### config.mk
export PLATFORM = sky130hd
export DESIGN_NAME = serial_tagger
export DESIGN_NICKNAME = d
export VERILOG_FILES = /design/src/rtl/serial_tagger_pkg.sv /design/src/rtl/serial_tagger_credit_window.sv /design/src/rtl/serial_tagger.sv
export SDC_FILE = /design/constraint.sdc
export NUM_CORES = 1
export LEC_CHECK = 0
export CAP_MARGIN = 40
export CORE_ASPECT_RATIO = 0.7
export CORE_MARGIN = 4
export CORE_UTILIZATION = 30
export DETAILED_ROUTE_END_ITERATION = 8
export HOLD_SLACK_MARGIN = 0.12
export PLACE_DENSITY_LB_ADDON = 0.08
export SETUP_SLACK_MARGIN = 0.1
export SLEW_MARGIN = 20
export SYNTH_ARGS = -nofsm -noshare
export SYNTH_HDL_FRONTEND = slang
export SYNTH_SLANG_ARGS = --single-unit
### constraint.sdc
create_clock -name clk -period 6.43 [get_ports clk]
set_clock_uncertainty 0.05 [all_clocks]
set_input_delay 1.6075 -clock clk [delete_from_list [all_inputs] [get_ports clk]]
set_output_delay 1.6075 -clock clk [all_outputs]
set_load 0.01 [all_outputs]
### src/rtl/serial_tagger_pkg.sv
// Shared helpers for the reorder crossbar: tag width derivation and DEPTH sanity checks.
package serial_tagger_pkg;

  localparam int DEFAULT_DEPTH = 16;

  function automatic int serial_width(input int depth);
    return $clog2(depth);
  endfunction

  // A valid window is a power of two so the tag counter wraps exactly at DEPTH.
  function automatic bit depth_is_pow2(input int depth);
    return (depth >= 2) && ((depth & (depth - 1)) == 0);
  endfunction

endpackage

### src/rtl/serial_tagger_credit_window.sv
// Outstanding-beat counter with full flag and sticky underflow error; reusable by dispatchers.
module credit_window
  import serial_tagger_pkg::*;
#(
  parameter int DEPTH = DEFAULT_DEPTH,
  parameter int CNT_W = serial_width(DEPTH) + 1
) (
  input  logic             clk,
  input  logic             rst,
  input  logic             inc,
  input  logic             dec,
  output logic [CNT_W-1:0] count,
  output logic             full,
  output logic             err_underflow
);

  logic dec_eff;

  // A release with nothing outstanding is dropped so the count never wraps below zero.
  assign dec_eff = dec && (count != '0);
  assign full    = (count == CNT_W'(DEPTH));

  always_ff @(posedge clk) begin
    if (rst) begin
      count         <= '0;
      err_underflow <= 1'b0;
    end else begin
      count         <= count + CNT_W'(inc) - CNT_W'(dec_eff);
      err_underflow <= err_underflow | (dec && (count == '0));
    end
  end

endmodule

### src/rtl/serial_tagger.sv
// Stamps each accepted beat with a wrapping serial tag; issue is throttled to DEPTH outstanding beats.
module serial_tagger
  import serial_tagger_pkg::*;
#(
  parameter type data_t       = logic [7:0],
  parameter int  KEEP_WIDTH   = 1,
  parameter int  DEPTH        = DEFAULT_DEPTH,
  parameter int  SERIAL_WIDTH = serial_width(DEPTH)
) (
  input  logic                    clk,
  input  logic                    rst,
  // valid/ready: a beat transfers on any edge where valid && ready; once valid is
  // raised the producer holds all fields stable until that transfer happens.
  input  data_t                   in_data,
  input  logic [KEEP_WIDTH-1:0]   in_keep,
  input  logic                    in_last,
  input  logic                    in_valid,
  output logic                    in_ready,
  output data_t                   out_data,
  output logic [KEEP_WIDTH-1:0]   out_keep,
  output logic                    out_last,
  output logic [SERIAL_WIDTH-1:0] out_tag,
  output logic                    out_valid,
  input  logic                    out_ready,
  input  logic                    release_valid,
  output logic [SERIAL_WIDTH:0]   outstanding,
  output logic                    err_underflow
);

  if (!depth_is_pow2(DEPTH)) begin : g_bad_depth
    $error("serial_tagger: DEPTH must be a power of two >= 2");
  end

  logic                    full;
  logic                    accept;
  logic [SERIAL_WIDTH-1:0] next_tag;

  // in_ready uses registered state only, so a release frees a credit one cycle later.
  assign in_ready = !rst && !full && (!out_valid || out_ready);
  assign accept   = in_valid && in_ready;

  credit_window #(
    .DEPTH (DEPTH),
    .CNT_W (SERIAL_WIDTH + 1)
  ) u_credit_window (
    .clk           (clk),
    .rst           (rst),
    .inc           (accept),
    .dec           (release_valid),
    .count         (outstanding),
    .full          (full),
    .err_underflow (err_underflow)
  );

  always_ff @(posedge clk) begin
    if (rst) begin
      next_tag  <= '0;
      out_valid <= 1'b0;
    end else if (accept) begin
      next_tag  <= next_tag + 1'b1;
      out_valid <= 1'b1;
    end else if (out_ready) begin
      out_valid <= 1'b0;
    end
  end

  // Payload needs no reset: it is meaningless until out_valid rises.
  always_ff @(posedge clk) begin
    if (accept) begin
      out_data <= in_data;
      out_keep <= in_keep;
      out_last <= in_last;
      out_tag  <= next_tag;
    end
  end

endmodule

# After elaboration in Yosys (flattened, before gate mapping)
# Index checks and enable logic that the tools add are counted.
[word_totals]
ff_bits = 25
output_inout_bits = 22
[op_classes]
add_sub_neg = 3
n_eq_ne = 1
n_mux = 2
bitwise_logic = 1
n_reduce_logical = 12
[op_table]
columns = ["operator", "count"]
rows = [
  ["adder 5 x 1 -> 5 bit", 1],
  ["== test 5 bit (second input constant)", 1],
  ["logical AND 1 bit", 5],
  ["logical NOT 5 bit", 1],
  ["nonzero test 5 bit", 1],
  ["subtractor 5 x 1 -> 5 bit", 1],
  ["adder 4 x 1 -> 4 bit (second input constant)", 1],
  ["logical NOT 1 bit", 3],
  ["two-way mux 1 bit", 2],
  ["nonzero test 2 bit", 1],
  ["logical OR 1 bit", 1],
  ["OR 1 bit", 1],
]

# Longest topological paths before layout
# Gate-level depths: netlist of run 1.
[depth]
ltp_word = 7
mapped_depth = 13
ltp_nobuf = 13

# Modules after synthesis
# A second synthesis of run 1 with hierarchy kept.
[unflattened]
hier_cells = 83
hier_area_um2 = 1047.3
[modules_own_cells]
columns = ["mod", "n_inst", "cells_each", "area_per_inst_um2", "seq_area_each_um2"]
rows = [
  ["serial_tagger", 1, 40, 663.1, 520.5],
  ["credit_window", 1, 43, 384.1, 120.1],
]

# Worst setup path after synthesis of run 1
# OpenSTA, ideal clock, no wires.
[synth_timing]
path_type = "input -> register"
startpoint = "input port out_ready"
endpoint = "register u_credit_window.count[4]"
setup_ps = 117
arrival_ps = 3681
required_time_ps = 6263
setup_slack_ps = 2582
path_stages = 10
path_cell_list = "nand2b_1 -> nand3_4 -> nor2_1 -> ha_1 -> inv_1 -> fa_1 -> nor2b_1 -> o21bai_1 -> a21oi_1 -> nor3b_1"
[synth_between]
elab_chain_cells = 5
[synth_rtl]
columns = ["item", "line_no", "text"]
rows = [
  ["start: declaration", "serial_tagger.sv:24", "input logic out_ready,"],
  ["logical OR 1 bit", "serial_tagger.sv:39", "assign in_ready = !rst && !full && (!out_valid || out_ready);"],
  ["logical AND 1 bit", "serial_tagger.sv:39", ""],
  ["logical AND 1 bit", "serial_tagger.sv:40", "assign accept = in_valid && in_ready;"],
  ["net accept", "serial_tagger.sv:35", "logic accept;"],
  ["adder 5 x 1 -> 5 bit", "serial_tagger_credit_window.sv:28", "count <= count + CNT_W'(inc) - CNT_W'(dec_eff);"],
  ["subtractor 5 x 1 -> 5 bit", "serial_tagger_credit_window.sv:28", ""],
  ["end signal: assignment", "serial_tagger_credit_window.sv:28", ""],
  ["end: declaration", "serial_tagger_credit_window.sv:12", "output logic [CNT_W-1:0] count,"],
]
# The timed path passes the listed nets, and every way through them passes these cells.
# A chain may end at the register's enable or synchronous reset.

# Final worst setup path of run 1
[layout_timing]
startpoint = "input port rst"
endpoint = "output port in_ready"
[layout_between]
elab_chain_cells = 3
[layout_rtl]
columns = ["item", "line_no", "text"]
rows = [
  ["start: declaration", "serial_tagger.sv:11", "input logic rst,"],
  ["logical NOT 1 bit", "serial_tagger.sv:39", ""],
  ["logical AND 1 bit (2 in series)", "serial_tagger.sv:39", ""],
  ["end: declaration", "serial_tagger.sv:18", "output logic in_ready,"],
]
# Every way passes these cells.

==> metrics.md, run 1 <==
| Metric | Value |
|---|---|
| Run status | `finished clean` |
| Number of setup violations in the final report | `0` |
| Clock-pin slew reported for the worst setup and hold paths after clock tree synthesis | `0.08 ns` |
| Worst Max-Slew Pin Slew | `0.4643 ns` |
| Clk_lat worst skew | `0.26 ns` |
| Number of warnings reported in the yosys synthesis log | `0` |
| Startpoint type of the worst setup path | `input port` |
| Post-CTS repair timing setup buffer count | `0` |
| Library cell appearing most often on the critical path | `clkdlybuf4s50_1` |
| Worst endpoint data arrival time | `2.99 ns` |
| Met2 wire length | `751 microns` |
| List of cells traversed by the critical path | `clkdlybuf4s50_1, nor2_1, clkdlybuf4s50_1` |
| Std-Cell Rows | `17` |
| Number of maximum-capacitance violations | `0` |
| Synthesis-stage register bit count | `25` |
| Total via count after detailed routing | `686` |
| Clock period minus worst slack | `4.650 ns` |
| Tightest slew margin relative to the limit | `0.6895` |
| Syn Area/Cell | `13.03 sq um` |
| Total DRC errors in the routed layout | `0` |
| Part of the Yosys area used for sequential elements | `0.6221` |
| Cts bufs inserted | `3` |
| Commonest cells after routing, fill and taps aside | `clkdlybuf4s50_1 (36), edfxtp_1 (14), dfxtp_1 (11), nor2_1 (8), inv_1 (8)` |
| Maximum number of pins on one net before global-route repair | `16` |
| Period utilisation layout | `0.7232` |
| Cts hold-fix bufs | `0` |
| Share of post-route cells with drive strength above 1 | `0.05042` |
| Global-route wire length before repair | `3284 microns` |
| Peak ir drop on the vdd network | `0.1202 mV` |
| Clock tree buffer depth | `2` |
| Number of global-route vias before repair | `691` |
| Leak Pwr | `0.5682 nW` |
| Count of unique library cells instantiated by Yosys | `25` |
| DR pass1 iterations | `4` |
| Maximum single-stage delay on the critical path | `0.64 ns` |
| Top metal layer carrying routed signals | `met4` |
| Synthesized instance count | `79` |
| Kind of end point of the critical path | `output port` |
| Die Y-Extent | `57.02 microns` |
| Final antenna-violating net count | `0` |
| Quantity of I/O buffers inserted on ports | `36` |
| Met3 routed WL | `223 microns` |
| Count of boundary I/O pins | `37` |
| Highest clock rate | `215.1 MHz` |
| TritonCTS clock tree | `done` |
| Starting utilization of the core area | `0.3206` |
| Final setup TNS | `0 ns` |
| Routed wire length | `1939 microns` |
| Metal-1 WL | `950 microns` |
| CTS HTree Levels | `1` |
| Layout Utilization | `0.4663` |
| Die area | `4449 sq um` |
| Category of the most critical setup path | `input port to output port` |
| Count of antenna diodes in the layout | `0` |
| Slowest CP cell | `clkdlybuf4s50_1` |
| Critical path required time | `4.77 ns` |
| Num Clock Sinks | `25` |
| PD cells | `348.9 nW/um^2` |
| Routed WL per cell | `11.68 microns` |
| Synthesized net count | `102` |
| Final hold viol count | `0` |
| Overall routing resource usage | `0.09505` |
| Count of cells resized by post-cts repair | `0` |
| Number of design-rule violations left by the first detailed-router iteration | `10` |
| Worst min path class | `flop to flop` |
| DIE WIDTH | `78.03 microns` |
| Combined area of all synthesized cells | `1030 sq um` |
| Most common cell after layout, fill and taps aside | `clkdlybuf4s50_1` |
| GP Congestion | `0.7039` |
| Antenna violations before repair | `0` |
| Worst-path maximum fanout | `13` |
| CORE AREA | `3212 sq um` |
| Total half-perimeter wirelength after legalization and detailed placement | `1487 microns` |
| Remaining Overflow, GRT | `0` |
| Via-per-instance ratio | `4.133` |
| Final slew viol count | `0` |
| Clk Tree Root Cell | `clkbuf_8` |
| Unrepaired setup endpoints after global routing | `false` |
| Synthesis-to-finish area growth | `45.44%` |
| Number of nets in the layout | `143` |
## synth_stat cells
master,n,share of area
xnor2_1,1,0.0085
nand4_1,1,0.0061
dfxtp_1,11,0.21
nor3_1,1,0.0049
nor4b_1,1,0.0085
xor2_1,3,0.026
buf_1,1,0.0036
nor3b_1,1,0.0073
nand3_4,1,0.017
o21bai_1,1,0.0073
nand2_1,2,0.0073
a21o_1,1,0.0073
mux2i_1,1,0.0097
nor2_1,8,0.029
ha_1,7,0.085
a21oi_1,5,0.024
nand4bb_4,1,0.027
o21ai_0,1,0.0049
inv_1,8,0.029
nor2b_1,4,0.024
fa_1,1,0.019
nand3_1,2,0.0097
edfxtp_1,14,0.41
nand2b_1,1,0.0061
or3_1,1,0.0061
## stage by stage
stage	hold slack, ns	instance area, sq um	cells	setup slack [ns]	power [mW]
floorplan	0.3672	1030	79	2.582	0.3548
finish	0.4088	1498	166	1.780	0.5226
global route	0.4412	1498	166	1.674	0.5744
global placement	0.3899	1453	162	1.767	0.4351
detailed placement	0.3953	1453	162	1.780	0.4402
CTS	0.4170	1498	166	1.763	0.5333
## worst max-delay path, delay by kind of cell
family | cells | cell delay, ns
buf+inv | 2 | 1.19
simple gates | 1 | 0.19
## power breakdown
| part | switching (mW) | internal, mW |
|---|---|---|
| Sequential | 0.0232 | 0.199 |
| Clock | 0.0455 | 0.0442 |
| Combinational | 0.0940 | 0.117 |
| Total | 0.163 | 0.360 |
## path summary, 6_finish.rpt
kind,startpoint,to,slack (ns),cells after the start
setup / recovery,rst,in_ready,1.78,3
hold / removal,next_tag[3],out_tag[3],0.41,0
setup reg to reg,u_credit_window.count[3],u_credit_window.count[4],3.75,13
hold reg to reg,next_tag[3],out_tag[3],0.41,0
## cell type report
type / count / area [sq um]
clock buffers: 4 / 45.04
repair buffers: 37 / 367.9
inverters: 8 / 30.03
fillers: 298 / 1714
flip-flops and latches: 25 / 640.6
multi-input cells: 45 / 355.3
well taps: 47 / 58.81
## routing by layer
layer  GRT usage  vias to the layer above
li1            -                      352
met1      0.1233                      304
met2      0.1378                       28
met3     0.05836                        2
met5           0                        -
met4     0.01496                        0
## sequential cells by signal (all words and copies together) (netlist names)
| register | count |
|---|---|
| out_valid | 1 |
| u_credit_window.count | 5 |
| out_data | 8 |
| out_tag | 4 |
| next_tag | 4 |
| u_credit_window.err_underflow | 1 |
| out_last | 1 |
| out_keep | 1 |
## cells by family (layout without fill, tap and decap cells)
kind of cell / Yosys count / count (layout) / share of synthesized area
XOR/XNOR: 4 / 4 / 0.03403
buffers and inverters: 9 / 49 / 0.03280
adder cells (fa/ha/maj): 8 / 8 / 0.1045
AND/OR/NAND/NOR: 24 / 24 / 0.1531
AO/OA/AOI/OAI: 8 / 8 / 0.04374
multiplexers: 1 / 1 / 0.009721
flip-flops: 25 / 25 / 0.6221
(Power assumes the default switching activity.)
==> inputs of run 2 (changes only) <==
- clock period: 6.43 -> 4.43 ns (I/O delays scaled with it)
==> metrics.md, run 2 (same netlist as run 1, synthesis figures left out) <==
| Metric | Value |
|---|---|
| Run status | `finished clean` |
| Post-route insts no fill | `167 (+0.60%)` |
| Kind of end point of the critical path | `output port` |
| Count of cells resized by post-cts repair | `0 (unchanged)` |
| Clock-pin slew reported for the worst setup and hold paths after clock tree synthesis | `0.08 ns (about the same)` |
| Slowest CP cell | `clkdlybuf4s50_1` |
| Library cell appearing most often on the critical path | `clkdlybuf4s50_1` |
| Final setup TNS | `0 ns (unchanged)` |
| Peak ir drop on the vdd network | `0.1800 mV (+50%)` |
| Placed Instances | `163 (+0.62%)` |
| Global-route wire length before repair | `3187 microns (-3.0%)` |
| Number of fillers in the final layout | `300 (+0.67%)` |
| Quantity of I/O buffers inserted on ports | `36 (unchanged)` |
| Path depth of the worst reg2reg path | `13 (unchanged)` |
| Hold path startpoint | `next_tag[3]` |
| Remaining Overflow, GRT | `0 (unchanged)` |
| Num Clock Sinks | `25 (unchanged)` |
| Routed wire length | `1968 microns (+1.5%)` |
| Leak Pwr | `0.5758 nW (+1.3%)` |
| List of cells traversed by the critical path | `clkdlybuf4s50_1, nand2b_1, nand2_1, nor2_1, clkdlybuf4s50_1` |
| Share of post-route cells with drive strength above 1 | `0.06667 (+0.01625)` |
| Die Y-Extent | `57.02 microns (unchanged)` |
| Period utilisation layout | `0.8153` |
| Critical path buffers and inverters | `2 (unchanged)` |
| Overall power after layout | `761.4 uW (+46%)` |
| Worst min path class | `flop to flop` |
| Worst endpoint data arrival time | `2.45 ns (-0.54 ns)` |
| Number of cells on the worst hold path | `0 (unchanged)` |
| Count of boundary I/O pins | `37 (unchanged)` |
| Final antenna-violating net count | `0 (unchanged)` |
| Overall routing resource usage | `0.09403 (-0.001011)` |
| Commonest cells after routing, fill and taps aside | `clkdlybuf4s50_1 (36), edfxtp_1 (14), dfxtp_1 (11), nor2_1 (8), inv_1 (8)` |
| Clk_lat worst skew | `0.26 ns (about the same)` |
| Maximum single-stage delay on the critical path | `0.54 ns (-0.10 ns)` |
| Post-DP Area | `1460 sq um (+0.52%)` |
| Number of design-rule violations left by the first detailed-router iteration | `11 (+1)` |
| Via-per-instance ratio | `4.030 (-2.5%)` |
| Category of the most critical setup path | `input port to output port` |
| Cts bufs inserted | `3 (unchanged)` |
| Final slew viol count | `0 (unchanged)` |
| Top Family by Delay on Critical Path | `buffers and inverters` |
| Clk Tree Root Cell | `clkbuf_8` |
| CTS HTree Levels | `1 (unchanged)` |
| Synthesis-to-finish area growth | `46.29%` |
| Startpoint type of the worst setup path | `input port` |
| Unrepaired setup endpoints after global routing | `false` |
| Count of antenna diodes in the layout | `0 (unchanged)` |
| Most common cell after layout, fill and taps aside | `clkdlybuf4s50_1` |
| Top Registers | `out_data: 8 flops, u_credit_window.count: 5 flops` |
| CORE AREA | `3212 sq um (unchanged)` |
| Number of maximum-capacitance violations | `0 (unchanged)` |
| PD cells | `505.4 nW/um^2 (+45%)` |
| Cts hold-fix bufs | `0 (unchanged)` |
| DIE WIDTH | `78.03 microns (unchanged)` |
| Total via count after detailed routing | `673 (-1.9%)` |
| Maximum number of pins on one net before global-route repair | `16 (unchanged)` |
| Clock period minus worst slack | `3.612 ns` |
| Antenna violations before repair | `0 (unchanged)` |
| Post-CTS repair timing setup buffer count | `0 (unchanged)` |
| Worst Max-Slew Pin Slew | `0.3453 ns (-0.1190 ns)` |
| Slack of the worst reg-to-reg path | `1.79 ns (-1.96 ns)` |
| Critical register-to-register path startpoint | `u_credit_window.count[3]` |
| Number of global-route vias before repair | `667 (-3.5%)` |
| Total DRC errors in the routed layout | `0 (unchanged)` |
| Register name with the most flops | `out_data` |
| DR pass1 iterations | `2 (-2)` |
| Worst Hold Path EP | `out_tag[3]` |
| Final Cell Area | `1506 sq um (+0.58%)` |
| Layout Utilization | `0.4690 (+0.002727)` |
| Starting utilization of the core area | `0.3206 (unchanged)` |
| FF+latch area | `640.6 sq um (unchanged)` |
| GP Congestion | `0.7079 (+0.57%)` |
| Highest clock rate | `276.9 MHz` |
| Final hold viol count | `0 (unchanged)` |
| Max FFs per register | `8 (unchanged)` |
| Tightest slew margin relative to the limit | `0.7666 (+0.07708)` |
| TritonCTS clock tree | `done` |
| Die area | `4449 sq um (unchanged)` |
| Area of the multi-input gates | `355.3 sq um (unchanged)` |
| Number of setup violations in the final report | `0 (unchanged)` |
| Worst-path maximum fanout | `4 (-9)` |
| Clock tree buffer depth | `2 (unchanged)` |
| Total half-perimeter wirelength after legalization and detailed placement | `1453 microns (-2.3%)` |
| Std-Cell Rows | `17 (unchanged)` |
| Critical path required time | `3.27 ns (-1.50 ns)` |
| Critical R2R Capture | `u_credit_window.count[4]` |
| Routed WL per cell | `11.78 microns (+0.89%)` |
| Number of nets in the layout | `144 (+0.70%)` |
-- run 2: how the worst max path moves through the flow --
stage,cells past startpoint,end,slack (ns),from
after floorplan,10,u_credit_window.count[4],1.08,out_ready
after global placement,5,in_ready,0.82,out_ready
after detailed placement,5,in_ready,0.81,out_ready
after CTS,5,in_ready,0.80,out_ready
after global routing,5,in_ready,0.69,out_ready
final,5,in_ready,0.82,out_ready
-- run 2: worst register-to-register path, stage by stage (launching register included) --
cell and delay, ns:
dfxtp_1 0.35, inv_1 0.09, ha_1 0.22, nor4b_1 0.32, nor2b_1 0.10, ha_1 0.28, inv_1 0.06, ha_1 0.16
inv_1 0.06, fa_1 0.38, nor2b_1 0.16, o21bai_1 0.10, nand3_1 0.08, nor3b_1 0.17
-- run 2: metrics by stage --
| step | worst slack (ns) | hold slack, ns |
|---|---|---|
| after floorplan | 1.082 | 0.3672 |
| after CTS | 0.7979 | 0.4149 |
| final | 0.8184 | 0.4080 |
| after detailed placement | 0.8116 | 0.3935 |
| after global routing | 0.6877 | 0.4336 |
| after global placement | 0.8231 | 0.3884 |
-- run 2: final cells by class --
cell class | instances | area share
clock buffer | 3 | 0.02741
clock inverter | 1 | 0.003322
inverter | 8 | 0.01993
multi-input combinational | 45 | 0.2359
sequential | 25 | 0.4253
tap | 47 | 0.03904
timing repair buffer | 38 | 0.2492
-- run 2: layer usage --
metal | up-vias | wire (microns) | GRT usage
met4 | 0 | 27 | 0.02993
met2 | 28 | 772 | 0.1268
met5 | - | 0 | 0
met3 | 4 | 192 | 0.05678
met1 | 287 | 975 | 0.1243
li1 | 354 | - | -
-- run 2: where the power goes --
group | switching (mW) | total (mW) | leakage, nW | internal [mW]
sequential | 0.0349 | 0.324 | 0.222 | 0.289
combinational | 0.137 | 0.307 | 0.328 | 0.170
clock | 0.0681 | 0.131 | 0.0255 | 0.0628
==> inputs of run 3 (changes only) <==
- clock period: 4.43 -> 3.1 ns (I/O delays scaled with it)
==> metrics.md, run 3 (same netlist as run 1, synthesis figures left out) <==
| Metric | Value |
|---|---|
| Hold path startpoint | `next_tag[3]` |
| Kind of end point of the critical path | `output port` |
| Total via count after detailed routing | `698 (+3.7%)` |
| Clock-pin slew reported for the worst setup and hold paths after clock tree synthesis | `0.09 ns (about the same)` |
| CORE AREA | `3212 sq um (unchanged)` |
| Category of the most critical setup path | `input port to output port` |
| Count of cells resized by post-cts repair | `0 (unchanged)` |
| Final setup TNS | `0 ns (unchanged)` |
| DIE WIDTH | `78.03 microns (unchanged)` |
| Worst Setup SP | `out_ready` |
| Cts bufs inserted | `3 (unchanged)` |
| Number of global-route vias before repair | `669 (+0.30%)` |
| GP Congestion | `0.6963 (-1.6%)` |
| Post-CTS repair timing setup buffer count | `0 (unchanged)` |
| Critical register-to-register path startpoint | `u_credit_window.count[3]` |
| Num Clock Sinks | `25 (unchanged)` |
| Top Registers | `out_data: 8 flops, u_credit_window.count: 5 flops` |
| Maximum number of pins on one net before global-route repair | `16 (unchanged)` |
| Clk Tree Root Cell | `clkbuf_8` |
| Run status | `finished clean` |
| Number of nets in the layout | `144 (unchanged)` |
| Commonest cells after routing, fill and taps aside | `clkdlybuf4s50_1 (36), edfxtp_1 (14), dfxtp_1 (11), inv_1 (8)` |
| Peak ir drop on the vdd network | `0.2874 mV (+60%)` |
| Number of maximum-capacitance violations | `0 (unchanged)` |
| Worst Max-Slew Pin Slew | `0.3188 ns (-0.02650 ns)` |
| Register name with the most flops | `out_data` |
| Most common cell after layout, fill and taps aside | `clkdlybuf4s50_1` |
| Cts hold-fix bufs | `0 (unchanged)` |
| Count of antenna diodes in the layout | `0 (unchanged)` |
| Worst-path maximum fanout | `4 (unchanged)` |
| Path depth of the worst reg2reg path | `13 (unchanged)` |
| PD cells | `725.0 nW/um^2 (+43%)` |
| Remaining Overflow, GRT | `0 (unchanged)` |
| Final slew viol count | `0 (unchanged)` |
| TritonCTS clock tree | `done` |
| Overall power after layout | `1.102 mW (+45%)` |
| Critical path required time | `2.27 ns (-1.00 ns)` |
| Period utilisation layout | `0.9318` |
| Share of post-route cells with drive strength above 1 | `0.09167 (+0.02500)` |
| Critical R2R Capture | `u_credit_window.count[4]` |
| Number of cells on the worst hold path | `0 (unchanged)` |
| Clock tree buffer depth | `2 (unchanged)` |
| CTS HTree Levels | `1 (unchanged)` |
| Max FFs per register | `8 (unchanged)` |
| Die Y-Extent | `57.02 microns (unchanged)` |
| Maximum single-stage delay on the critical path | `0.55 ns (about the same)` |
| Routed wire length | `1999 microns (+1.6%)` |
| Routed WL per cell | `11.97 microns (+1.6%)` |
| Std-Cell Rows | `17 (unchanged)` |
| Clk_lat worst skew | `0.27 ns (about the same)` |
| Starting utilization of the core area | `0.3206 (unchanged)` |
| List of cells traversed by the critical path | `clkdlybuf4s50_1, nand2b_2, nand2_1, nor2_1, clkdlybuf4s50_1` |
| Smallest hold slack | `0.4238 ns (+0.01577 ns)` |
| Slack of the worst reg-to-reg path | `0.51 ns (-1.28 ns)` |
| Global-route wire length before repair | `3353 microns (+5.2%)` |
| Final Worst Setup Slack | `0.2114 ns (-0.6069 ns)` |
| Clock period minus worst slack | `2.889 ns` |
| Count of boundary I/O pins | `37 (unchanged)` |
| Die area | `4449 sq um (unchanged)` |
| Library cell appearing most often on the critical path | `clkdlybuf4s50_1` |
| Unrepaired setup endpoints after global routing | `false` |
| Final antenna-violating net count | `0 (unchanged)` |
| Final hold viol count | `0 (unchanged)` |
| Number of design-rule violations left by the first detailed-router iteration | `11 (unchanged)` |
| Worst min path class | `flop to flop` |
| Slowest CP cell | `clkdlybuf4s50_1` |
| Post-route insts no fill | `167 (unchanged)` |
| Total half-perimeter wirelength after legalization and detailed placement | `1519 microns (+4.5%)` |
| Worst endpoint data arrival time | `2.06 ns (-0.39 ns)` |
| Antenna violations before repair | `0 (unchanged)` |
| Number of setup violations in the final report | `0 (unchanged)` |
| Synthesis-to-finish area growth | `47.63%` |
| Startpoint type of the worst setup path | `input port` |
| Leak Pwr | `0.5745 nW (-0.22%)` |
| Worst Hold Path EP | `out_tag[3]` |
| Quantity of I/O buffers inserted on ports | `36 (unchanged)` |
| Placed Instances | `163 (unchanged)` |
| Overall routing resource usage | `0.09875 (+0.004719)` |
| Tightest slew margin relative to the limit | `0.7868 (+0.02024)` |
| Setup Slack @ Placement | `0.1218 ns (-0.6898 ns)` |
| Total DRC errors in the routed layout | `0 (unchanged)` |
| DR pass1 iterations | `2 (unchanged)` |
| Via-per-instance ratio | `4.180 (+3.7%)` |
| Highest clock rate | `346.2 MHz` |
run 3: cell type report:
type                    count  area (sq um)
multi-input cells          45         366.6
clock inverters             1         7.507
fillers                   299          1692
clock buffers               3         41.29
repair buffers             38         375.4
flip-flops and latches     25         640.6
well taps                  47         58.81
inverters                   8         30.03
run 3: worst max-delay path by stage:
stage,end,slack [ns],depth (start not counted)
final,in_ready,0.21,5
after global routing,in_ready,0.15,3
after CTS,in_ready,0.14,5
after detailed placement,u_credit_window.count[4],0.12,11
after global placement,in_ready,0.16,5
after floorplan,u_credit_window.count[4],0.35,10
run 3: worst max-delay path: cells and delay by family:
kind                   cells  cell delay [ns]
buffers and inverters      2             0.99
and+or+nand+nor            3             0.30
run 3: stage by stage:
step / utilization / cell area [sq um]
after floorplan: - / 1032
after global placement: 0.4554 / 1463
after detailed placement: 0.4554 / 1463
after CTS: 0.4706 / 1511
after global routing: 0.4733 / 1520
final: 0.4733 / 1520
run 3: routing by layer:
layer  global-route usage  vias up  share of wire
met1               0.1497      315           0.53
met5                    0        -              0
li1                     -      351              -
met3              0.04259        4          0.082
met2               0.1232       28           0.37
met4              0.02993        0          0.012
run 3: power by group:
part | total (mW) | switching (mW) | internal (mW)
Sequential | 0.466 | 0.0528 | 0.413
Combinational | 0.441 | 0.197 | 0.244
Clock | 0.195 | 0.104 | 0.0911
